--- src/rtl/frame_buf_sched.sv ---
// Frame-buffer scheduler: hands DDR buffers to the frame writer and reader so that a read is never overwritten.
// Optional drop statistics are built when FRAME_SCHED_STATS_EN is defined; otherwise drop_count is tied to 0.
module frame_buf_sched #(
   parameter int                NUM_BUF    = 3,
   parameter int                ADDR_W     = 29,
   parameter logic [ADDR_W-1:0] BUF_BASE   = 29'h0000000,
   parameter logic [ADDR_W-1:0] BUF_STRIDE = 29'h0100000
) (
   input  logic              clk_100,
   input  logic              reset_n,
   input  logic              enable,
   input  logic              wr_start_frame,
   input  logic              wr_end_frame,
   input  logic              rd_start_frame,
   input  logic              rd_end_frame,
   output logic [ADDR_W-1:0] wr_addr,
   output logic [1:0]        wr_buf_idx,
   output logic              wr_active,
   output logic [ADDR_W-1:0] rd_addr,
   output logic [1:0]        rd_buf_idx,
   output logic              rd_valid,
   output logic              rd_active,
   output logic              frame_dropped,
   output logic [15:0]       drop_count,
   output logic [1:0]        wr_state
);

   // All frame strobes are single-cycle pulses sampled on clk_100; there is no
   // back-pressure, so wr_addr/wr_buf_idx must already be valid when wr_start_frame rises.
   typedef enum logic [1:0] {W_OFF = 2'd0, W_WAIT = 2'd1, W_WRITE = 2'd2} w_state_t;

   localparam logic [1:0] B_FREE    = 2'd0;
   localparam logic [1:0] B_WRITING = 2'd1;
   localparam logic [1:0] B_READY   = 2'd2;
   localparam logic [1:0] B_READING = 2'd3;

   w_state_t   state_q, state_n;
   logic       start_ok, end_ok;
   logic [1:0] buf_st [4];
   logic [1:0] nxt_st [4];
   logic       have_ready, have_wr, claim, rd_accept, drop, rd_valid_n;
   logic [1:0] ready_idx, wr_cur, tgt, sel_idx, rd_idx_n;

   function automatic logic [ADDR_W-1:0] addr_of(input logic [1:0] idx);
      return BUF_BASE + ADDR_W'(idx) * BUF_STRIDE;
   endfunction

   assign wr_state = state_q;

   always_comb begin
      state_n  = state_q;
      start_ok = 1'b0;
      end_ok   = 1'b0;
      case (state_q)
         W_OFF: if (enable) state_n = W_WAIT;
         W_WAIT: begin
            if (!enable) state_n = W_OFF;
            else if (wr_start_frame) begin
               state_n  = W_WRITE;
               start_ok = 1'b1;
            end
         end
         W_WRITE: begin
            if (wr_end_frame) begin
               end_ok  = 1'b1;
               state_n = enable ? W_WAIT : W_OFF;
            end
            // A start with end in the same cycle chains frames; without end it aborts.
            if (wr_start_frame && enable) begin
               start_ok = 1'b1;
               state_n  = W_WRITE;
            end
         end
         default: state_n = W_OFF;
      endcase
   end

   always_comb begin
      nxt_st     = buf_st;
      drop       = 1'b0;
      rd_idx_n   = rd_buf_idx;
      rd_valid_n = rd_valid;
      have_ready = 1'b0;
      ready_idx  = 2'd0;
      have_wr    = 1'b0;
      wr_cur     = 2'd0;
      tgt        = wr_buf_idx;
      sel_idx    = 2'd0;
      for (int i = 0; i < NUM_BUF; i++) begin
         if (buf_st[2'(i)] == B_READY) begin
            have_ready = 1'b1;
            ready_idx  = 2'(i);
         end
         if (buf_st[2'(i)] == B_WRITING) begin
            have_wr = 1'b1;
            wr_cur  = 2'(i);
         end
      end

      // Reader claims the READY buffer as it stood before this cycle.
      claim     = rd_start_frame && have_ready;
      rd_accept = rd_start_frame && (have_ready || rd_valid);
      if (claim) begin
         if (rd_valid) nxt_st[rd_buf_idx] = B_FREE;
         nxt_st[ready_idx] = B_READING;
         rd_idx_n          = ready_idx;
         rd_valid_n        = 1'b1;
      end

      if (end_ok) begin
         if (have_ready && !claim) begin
            nxt_st[ready_idx] = B_FREE;
            drop              = 1'b1;
         end
         nxt_st[wr_cur] = B_READY;
      end

      if (start_ok) begin
         if (have_wr && !end_ok) begin
            nxt_st[wr_cur] = B_FREE;
            drop           = 1'b1;
         end
         // The look-ahead READY buffer may be claimed this very cycle; fall back to
         // the buffer the reader just released, or the writer's own buffer.
         if (claim && (tgt == ready_idx)) tgt = rd_valid ? rd_buf_idx : wr_cur;
         if (nxt_st[tgt] == B_READY) drop = 1'b1;
         nxt_st[tgt] = B_WRITING;
      end

      // Priority by overwrite: lowest FREE, else READY, else the writer's own buffer
      // (only reachable with two buffers, where a restart can only reuse it).
      for (int i = 0; i < NUM_BUF; i++)
         if (nxt_st[2'(i)] == B_WRITING) sel_idx = 2'(i);
      for (int i = 0; i < NUM_BUF; i++)
         if (nxt_st[2'(i)] == B_READY) sel_idx = 2'(i);
      for (int i = NUM_BUF - 1; i >= 0; i--)
         if (nxt_st[2'(i)] == B_FREE) sel_idx = 2'(i);
   end

   always_ff @(posedge clk_100 or negedge reset_n) begin
      if (!reset_n) begin
         state_q       <= W_OFF;
         buf_st        <= '{default: B_FREE};
         wr_buf_idx    <= 2'd0;
         wr_addr       <= BUF_BASE;
         rd_buf_idx    <= 2'd0;
         rd_addr       <= BUF_BASE;
         rd_valid      <= 1'b0;
         wr_active     <= 1'b0;
         rd_active     <= 1'b0;
         frame_dropped <= 1'b0;
      end else begin
         state_q       <= state_n;
         buf_st        <= nxt_st;
         wr_buf_idx    <= sel_idx;
         wr_addr       <= addr_of(sel_idx);
         rd_buf_idx    <= rd_idx_n;
         rd_addr       <= addr_of(rd_idx_n);
         rd_valid      <= rd_valid_n;
         wr_active     <= (state_n == W_WRITE);
         frame_dropped <= drop;
         if (rd_accept) rd_active <= 1'b1;
         else if (rd_end_frame) rd_active <= 1'b0;
      end
   end

`ifdef FRAME_SCHED_STATS_EN
   always_ff @(posedge clk_100 or negedge reset_n) begin
      if (!reset_n) drop_count <= 16'h0000;
      else if (drop && (drop_count != 16'hFFFF)) drop_count <= drop_count + 16'h0001;
   end
`else
   assign drop_count = 16'h0000;
`endif

endmodule
--- config.mk ---
export PLATFORM = sky130hd
export DESIGN_NAME = frame_buf_sched
export DESIGN_NICKNAME = d
export VERILOG_FILES = /design/src/rtl/frame_buf_sched.sv
export SDC_FILE = /design/constraint.sdc
export NUM_CORES = 1
export LEC_CHECK = 0
export CAP_MARGIN = 15
export CORE_UTILIZATION = 40
export DETAILED_ROUTE_END_ITERATION = 8
export PLACE_DENSITY = 0.95
export SLEW_MARGIN = 20
export SYNTH_ARGS = -nofsm -noshare
export SYNTH_HDL_FRONTEND = slang
export SYNTH_SLANG_ARGS = --single-unit
--- constraint.sdc ---
create_clock -name clk_100 -period 2.85 [get_ports clk_100]
set_input_delay 0.855 -clock clk_100 [delete_from_list [all_inputs] [get_ports clk_100]]
set_output_delay 0.855 -clock clk_100 [all_outputs]
set_load 0.01 [all_outputs]
==> metrics.md, run 1 <==
| Metric | Value |
|---|---|
| Post-CTS setup buffer count | 0 |
| Synth Cell Area | approximately 1400 um^2 |
| Worst-path clk slew | 90 ps |
| Row cnt | 21 |
| Tmin final | 2310 ps |
| Post-synthesis compound-gate area fraction | 0.176 |
| Final hold violation count | 0 |
| GRT Overall Usage | 0.123 |
| M2 GR Usage | 0.194 |
| Multi-input gate area | about 780 um^2 |
| Die span in y | between 60 and 70 um |
| Busiest grt layer | met2 |
| MaxCap Viol Count | 0 |
| First-pass GRT wire length | 3400 um |
| Pwr per Cell Area | about 840 nW/um^2 |
| Die W | slightly above 60 um |
| CTS Buffer Depth | 2 |
| Fin. max-slew vios | 0 |
| Clk sink count | 12 |
| Number of port buffers | 16 |
| Mapped Avg Cell Area | between 8 and 9 um^2 |
| WL final | 2140 um |
| Post-route ant nets | 0 |
| Register area share after synthesis | 0.213 |
| Hold-fix buffers at CTS | 0 |
| Ys Warns | 0 |
| Met3 Use GR | 0.0315 |
| VDD IR max | a little over 0.4 mV |
| Unique masters post-synth | 37 |
| Fin util | 0.403 |
| Core area | ~3400 um^2 |
| Gpl congestion | around 0.88 |
| # setup viols final | 0 |
| Clk_lat worst skew | 280 ps |
| Startpoint Class | input port |
| CTS tree | done |
| Grt ovf | 0 |
| RSZ-0062 raised after global routing | false |
| Total CTS buffers | 3 |
| Cells after synthesis | between 150 and 200 |
| Cts repair resizes | 0 |
| Setup TNS | 0 ps |
| Nets | between 150 and 200 |
| Met1 Use GR | 0.159 |
| Die footprint | roughly 3800 um^2 |
| DRC viols | 0 |
| Yosys reg bits | 12 |
| Critical path class | input port to flop |
| Mux cell area share after synthesis | 0.00798 |
| Adder and majority gate portion of the synthesized area | 0.0355 |
| Largest net degree at the start of global routing | 13 |
| Fill cell count | between 300 and 400 |
| Post-DP HPWL | between 1500 and 2000 um |
| Post-synthesis simple-gate area fraction | 0.134 |
| Worst Tran Pin Value | between 500 and 600 ps |
| Num ports | ~90 |
| Kind of end point of the critical path | flop |
| Final Skew | around 12 ps |
| Clock root buffer | clkbuf_4 |
| CP arrival | around 2500 ps |
| WL/cell | about 9 um |
| Fin crit share | 0.811 |
| Post-DR vias/cell | 4.25 |
| Diodes inserted | 0 |
| Antenna violations before repair | 0 |
| Max Clk Rate | around 0.43 GHz |
| Area Overhead vs Synth | -3.90% |
| Number of H-tree levels | 1 |
| Via count | 985 |
| Register area | between 300 and 400 um^2 |
| Initial Util | 0.420 |
| CP max FO | 11 |
| Status | finished clean |
| Worst EP required | around 3100 ps |
| Vias in the first global route | about 750 |
| Layout cell share with drive strength beyond 1 | 0.0538 |
| Reg2reg setup slack | roughly 800 ps |
| Slew margin rel. | 0.643 |
| Main combinational cell family by area after synthesis | buffers and inverters |
| 1st-iter DRT viols | between 50 and 60 |
| Post-synthesis xor/xnor area fraction | 0 |
| Drt pass-1 iters | 4 |
| Leak Pwr | just under 0.7 nW |
| HP Class | flop to flop |
-- layout make-up --
cell class	instances	area share
inverters	7	0.0194
multi-input cells	147	0.572
repair buffers	16	0.118
well taps	46	0.0424
flip-flops and latches	12	0.221
clock buffers	4	0.0268
-- final timing paths --
kind / startpoint / end / cells after the start
setup reg to reg: wr_state[1] / wr_addr[20] / 6
min in group asynchronous: reset_n / wr_state[1] / 1
max in group asynchronous: reset_n / rd_active / 1
hold reg to reg: rd_active / rd_active / 2
hold / removal: rd_active / rd_active / 2
setup / recovery: rd_start_frame / wr_addr[20] / 6
-- metrics by stage --
stage / hold slack, ps / setup slack [ps] / power [mW] / cells / area, um^2
after detailed placement: 529 / 235 / 0.992 / 228 / 1320
final: 534 / 539 / 1.14 / 232 / 1360
after CTS: 539 / 548 / 1.13 / 232 / 1360
after global routing: 609 / 466 / 1.24 / 232 / 1360
after floorplan: 549 / 910 / 0.866 / 244 / 1690
after global placement: 520 / 240 / 0.977 / 228 / 1320
-- critical path, cell delays in order --
cell and delay, ps:
clkdlybuf4s50_1 690, nand3b_1 170, nand2b_1 210, a32oi_4 240
a21oi_1 130, a2bb2oi_1 210
-- registers in the layout, indices dropped and copies added, names as in the netlist --
| signal | flops |
|---|---|
| buf_st | 4 |
| wr_state | 2 |
| wr_addr | 1 |
| rd_buf_idx | 1 |
| rd_active | 1 |
| rd_valid | 1 |
| wr_active | 1 |
| frame_dropped | 1 |
-- cell usage after synthesis --
cell type   n  share of area
mux2_2      1         0.0080
nand2b_1    4          0.018
o2111ai_2   1          0.011
nand3b_1    1         0.0053
and2_2      1         0.0053
o21ai_1     1         0.0035
o311a_1     1         0.0071
nand2b_2    1         0.0062
and3b_1     1         0.0062
a21oi_1     4          0.014
nand3_1     2         0.0071
nand2_1    11          0.029
and2b_4     1         0.0071
or4_1       1         0.0053
o22a_1      1         0.0062
buf_2       1         0.0035
ha_1        4          0.035
nor2_1      8          0.021
dfrtp_1    12           0.21
a32oi_1     2          0.012
a32oi_4     1          0.020
and2_1      2         0.0089
a32o_1      1         0.0071
buf_4      77           0.41
inv_1       7          0.019
o21ai_0     8          0.028
nor3_1      1         0.0035
a21o_1      3          0.016
o2bb2ai_1   1         0.0062
nand4b_1    1         0.0062
or3_1       1         0.0044
a31oi_1     2         0.0089
a22oi_1     1         0.0053
a211o_1     2          0.012
a2bb2oi_1   2          0.012
conb_1      1         0.0027
a21boi_0    1         0.0053
-- cell usage in the layout (no fill, tap or decap), drive strengths merged, types with 2 or more instances in the layout --
master         Yosys  routed
ha                 4       4
nor2               8       8
o21ai              9       9
a2bb2oi            2       2
a21o               3       3
dfrtp             12      12
a211o              2       2
clkbuf             0       4
nand2             11      11
a31oi              2       2
nand2b             5       5
nand3              2       2
clkdlybuf4s50      0      16
a21oi              4       4
a32oi              3       3
inv                7       7
and2               3       3
conb               1      74
-- cells by family (layout without fill, tap and decap cells) --
logic type | count (synthesis) | after routing
simple gates | 36 | 36
compound gates | 32 | 32
fa+ha+maj | 4 | 4
flops | 12 | 12
other cells | 1 | 74
buf+inv | 85 | 27
mux | 1 | 1
-- metal layers --
layer,vias up,part of all wire
met4,0,0.0037
met3,2,0.10
met5,-,0
met1,456,0.41
met2,73,0.48
li1,454,-
-- power by group --
| part | internal, mW | leakage [nW] | total [mW] | switching (mW) |
|---|---|---|---|---|
| logic | 0.309 | 0.527 | 0.649 | 0.339 |
| registers | 0.241 | 0.139 | 0.348 | 0.107 |
| clock network | 0.0777 | 0.0210 | 0.140 | 0.0620 |
Note: power is estimated with default switching activity, not from simulation.
==> run 2: changes to the inputs <==
Settings changed: CORE_UTILIZATION 40 to 33, PLACE_DENSITY 0.95 to 0.89.
Clock period 2.85 ns to 1.89 ns, I/O delays scaled along.
==> metrics.md, run 2 (same netlist as run 1, synthesis figures left out) <==
| Metric | Value |
|---|---|
| Worst EP required | 2040 ps |
| Core area | ~4100 um^2 |
| Comb power frac | 0.593 |
| Total CTS buffers | 3 |
| Largest net degree at the start of global routing | 13 |
| Kind of end point of the critical path | flop |
| Switching Share | 0.437 |
| Drt pass-1 iters | 4 |
| Hold WS | 522 ps |
| Max reg flops | 4 |
| Row cnt | 23 |
| 1st-iter DRT viols | 55 |
| Tmin final | approximately 1900 ps |
| First-pass GRT wire length | about 3800 um |
| CTS Buffer Depth | 2 |
| Antenna violations before repair | 0 |
| Initial Util | 0.348 |
| Fin util | 0.371 |
| Post-route ant nets | 0 |
| Diodes inserted | 0 |
| HP Class | flop to flop |
| Post-DR vias/cell | 4.06 |
| Area Overhead vs Synth | 6.65% |
| Clock root buffer | clkbuf_8 |
| CTS tree | done |
| Max Clk Rate | about 0.54 GHz |
| Fin. max-slew vios | 0 |
| Seq pwr share | 0.274 |
| Leak Pwr | 0.761 nW |
| Die footprint | approximately 4500 um^2 |
| MaxCap Viol Count | 0 |
| # setup viols final | 0 |
| Gpl congestion | between 0.9 and 1 |
| Total Power | 1.86 mW |
| Internal power | ~1.0 mW |
| Post-DP HPWL | around 1900 um |
| DRC viols | 0 |
| WL final | between 2000 and 3000 um |
| Setup TNS | 0 ps |
| Layout cell share with drive strength beyond 1 | 0.154 |
| Final Skew | about 1.4 ps |
| Commonest cells after routing, fill and taps aside | conb_1, buf_4, clkdlybuf4s50_1 |
| Top reg by flops | buf_st |
| Clk sink count | 12 |
| Num ports | 91 |
| Number of H-tree levels | 1 |
| Number of port buffers | 16 |
| Status | finished clean |
| Net Switching | a little over 0.8 mW |
| Nets | roughly 210 |
| CP arrival | 2020 ps |
| Pwr per Cell Area | 1240 nW/um^2 |
| Die span in y | approximately 67 um |
| Post-CTS setup buffer count | 0 |
| Placed insts | 247 |
| Most common cell after layout, fill and taps aside | conb_1 |
| Critical path class | flop to flop |
| Vias in the first global route | a little under 900 |
| Die W | about 67 um |
| Startpoint Class | flop |
| Worst-path clk slew | about 50 ps |
| Via count | approximately 1000 |
| CP max FO | 11 |
| Final Non-Filler Cells | around 250 |
| RSZ-0062 raised after global routing | true |
| Grt ovf | 0 |
| WL/cell | 10.0 um |
| Clk network pwr share | 0.133 |
| GRT Overall Usage | 0.114 |
| Fin crit share | 0.986 |
| Clk_lat worst skew | between 200 and 250 ps |
| VDD IR max | 0.633 mV |
| Final hold violation count | 0 |
==> run 2: cell types whose count changed in the layout (fill, tap and decap cells not counted), moves of 2 or more <==
cell,previous run,this run
clkbuf_4,3,0
buf_4,0,15
clkbuf_8,1,3
clkdlybuf4s50_1,16,14
dfrtp_1,12,10
dfrtp_2,0,2
dlygate4sd2_1,0,2
==> run 2: power by group through the flow <==
stage | registers [mW] | clock network [mW] | logic, mW
after floorplan | 0.508 | 0 | 0.802
after CTS | 0.509 | 0.247 | 1.09
after detailed placement | 0.511 | 0 | 1.06
after global routing | 0.531 | 0.255 | 1.20
final | 0.511 | 0.247 | 1.11
after global placement | 0.506 | 0 | 1.03
==> run 2: cell type report <==
class / count / area [um^2]
fill: 441 / 2550
multi-input combinational: 147 / 798
sequential: 12 / 303
timing repair buffer: 31 / 270
tap: 50 / 62.6
clock buffer: 4 / 45.0
inverter: 7 / 26.3
==> run 2: worst max-delay path, cell delays in order, from the launching register on <==
cell and delay [ps]:
dfrtp_1 480, nand2b_2 270, a32oi_1 290, a22oi_2 150
or3_1 380, a32oi_1 210
==> run 2: what timing repair did <==
| action | in CTS | in global routing |
|---|---|---|
| gates resized for setup | 5 | 2 |
| hold buffers | 0 | 0 |
| pin swaps | 1 | 0 |
| endpoints found under the setup margin | 2 | 2 |
==> run 2: final timing paths <==
path                       cells after the start  slack (ps)             to       from
min reg2reg                                    2         520      rd_active  rd_active
max reg2reg                                    5          30  frame_dropped  buf_st[4]
max in group asynchronous                      2        1090    wr_state[1]    reset_n
min                                            2         520      rd_active  rd_active
max                                            5          30  frame_dropped  buf_st[4]
min in group asynchronous                      2         630       rd_valid    reset_n
==> run 2: through the flow <==
| step | setup slack [ps] | cell area [um^2] |
|---|---|---|
| floorplan | 13.6 | 1690 |
| global placement | -276 | 1440 |
| detailed placement | -351 | 1440 |
| CTS | 34.5 | 1500 |
| global route | -27.1 | 1510 |
| finish | 26.0 | 1510 |
==> run 2: metal layers <==
metal,track usage,part of all wire
met5,0,0
met4,0.0824,0.024
met3,0.0169,0.077
met2,0.185,0.50
met1,0.135,0.40
==> run 3: changes to the inputs <==
Settings changed: CAP_MARGIN 15 to 20, GPL_TIMING_DRIVEN from default to 0.
==> metrics.md, run 3 (same netlist as run 1, synthesis figures left out) <==
| Metric | Value |
|---|---|
| Post-DP HPWL | between 2000 and 2500 um |
| Final Skew | ~2.2 ps |
| Total Power | roughly 2.1 mW |
| Core area | a little over 4000 um^2 |
| Clock root buffer | clkbuf_8 |
| Commonest cells after routing, fill and taps aside | buf_4, conb_1, nand2_1, dfrtp_1, clkdlybuf4s50_1 |
| Fin. max-slew vios | 0 |
| Clk_lat worst skew | between 200 and 250 ps |
| Switching Share | 0.405 |
| Startpoint Class | flop |
| Comb power frac | 0.642 |
| Largest net degree at the start of global routing | 13 |
| Post-route design area | about 2100 um^2 |
| Tmin final | 1850 ps |
| Worst-path clk slew | 50 ps |
| Status | finished clean |
| Die span in y | around 67 um |
| Initial Util | 0.348 |
| DRC viols | 0 |
| Post-route ant nets | 0 |
| RSZ-0062 raised after global routing | true |
| Diodes inserted | 0 |
| Max Clk Rate | approximately 0.54 GHz |
| Leak Pwr | about 1.2 nW |
| Fin crit share | 0.981 |
| Final hold violation count | 0 |
| Die footprint | approximately 4500 um^2 |
| Via count | ~1200 |
| Die W | 67.4 um |
| Worst EP required | around 1300 ps |
| Layout cell share with drive strength beyond 1 | 0.390 |
| Most common cell after layout, fill and taps aside | buf_4 |
| Antenna violations before repair | 0 |
| Top reg by flops | buf_st |
| # setup viols final | 0 |
| WL/cell | between 8 and 9 um |
| First-pass GRT wire length | 3970 um |
| Kind of end point of the critical path | primary output |
| Grt ovf | 0 |
| Seq pwr share | 0.228 |
| Worst Tran Pin Value | approximately 530 ps |
| Vias in the first global route | a little over 900 |
| VDD IR max | between 0.5 and 0.6 mV |
| Number of H-tree levels | 1 |
| Placed inst area | ~1900 um^2 |
| CP max FO | 4 |
| Nets | ~280 |
| Clk network pwr share | 0.131 |
| Critical path class | flop to primary output |
| Number of port buffers | 16 |
| Slew margin rel. | 0.647 |
| Setup WS post-layout | about 37 ps |
| Place WS | -416 ps |
| Total CTS buffers | 3 |
| GRT Overall Usage | 0.116 |
| Area Overhead vs Synth | 47.9% |
| CTS tree | done |
| 1st-iter DRT viols | 50 |
| Num ports | 91 |
| Internal power | about 1.3 mW |
| WL final | 2610 um |
| CTS Buffer Depth | 2 |
| Pwr per Cell Area | between 1000 and 1500 nW/um^2 |
| HP Class | flop to flop |
| CP arrival | roughly 1300 ps |
| MaxCap Viol Count | 0 |
| Max reg flops | 4 |
| Post-DR vias/cell | ~3.7 |
| Row cnt | 23 |
| Gpl congestion | ~0.86 |
| Net Switching | just under 0.9 mW |
| Drt pass-1 iters | 4 |
| Clk sink count | 12 |
| Hold WS | roughly 520 ps |
==> run 3: cell types whose count changed in the layout (fill, tap and decap cells not counted), moves of 2 or more <==
cell             previous run  this run
buf_4                      15        82
clkdlybuf4s50_1            14        10
ha_4                        0         3
dlygate4sd2_1               2         4
dlymetal6s2s_1              0         2
ha_1                        3         1
==> run 3: worst paths after layout <==
check,from,to,cells past startpoint,slack [ps]
max reg2reg,wr_state[0],wr_addr[20],6,50
min reg2reg,rd_active,rd_active,2,520
min in group asynchronous,reset_n,buf_st[7],1,670
min,rd_active,rd_active,2,520
max,wr_state[0],wr_state[0],2,40
max in group asynchronous,reset_n,wr_state[1],1,840
==> run 3: area by class of cell <==
type	count	area [um^2]
fill	380	1970
multi-input combinational	147	853
buffer	78	589
sequential	12	303
timing repair buffer	21	198
tap	50	62.6
clock buffer	4	55.1
inverter	7	26.3
==> run 3: per-layer routing <==
metal,routed length [um],up-vias,track usage
met5,0,-,0
met4,46,0,0.0559
met3,232,5,0.0152
met2,1290,54,0.208
met1,1040,489,0.133
li1,-,624,-
==> run 3: critical path: stages (launching register included) <==
cell and delay [ps]:
dfrtp_2 370, buf_4 140, clkdlybuf4s50_1 530
==> run 3: metrics by stage <==
| step | setup TNS, ps | std cells | util |
|---|---|---|---|
| floorplan | 0 | 244 | - |
| global placement | -1750 | 310 | 0.471 |
| detailed placement | -1680 | 310 | 0.471 |
| CTS | -30.0 | 319 | 0.512 |
| global route | -6.48 | 319 | 0.514 |
| finish | 0 | 319 | 0.514 |
==> run 3: timing repair <==
action | CTS | global route
pin swaps | 4 | 0
setup endpoints to repair | 4 | 4
resized for setup | 19 | 3
hold buffers | 0 | 0
setup buffers | 5 | 0
==> run 3: power groups by stage <==
stage	sequential, mW	combinational [mW]	clock, mW
2_1_floorplan	0.508	0.802	0
3_5_place_dp	0.508	1.14	0
4_1_cts	0.486	1.35	0.287
6_report	0.486	1.37	0.279
5_1_grt	0.509	1.49	0.301
3_3_place_gp	0.510	1.12	0
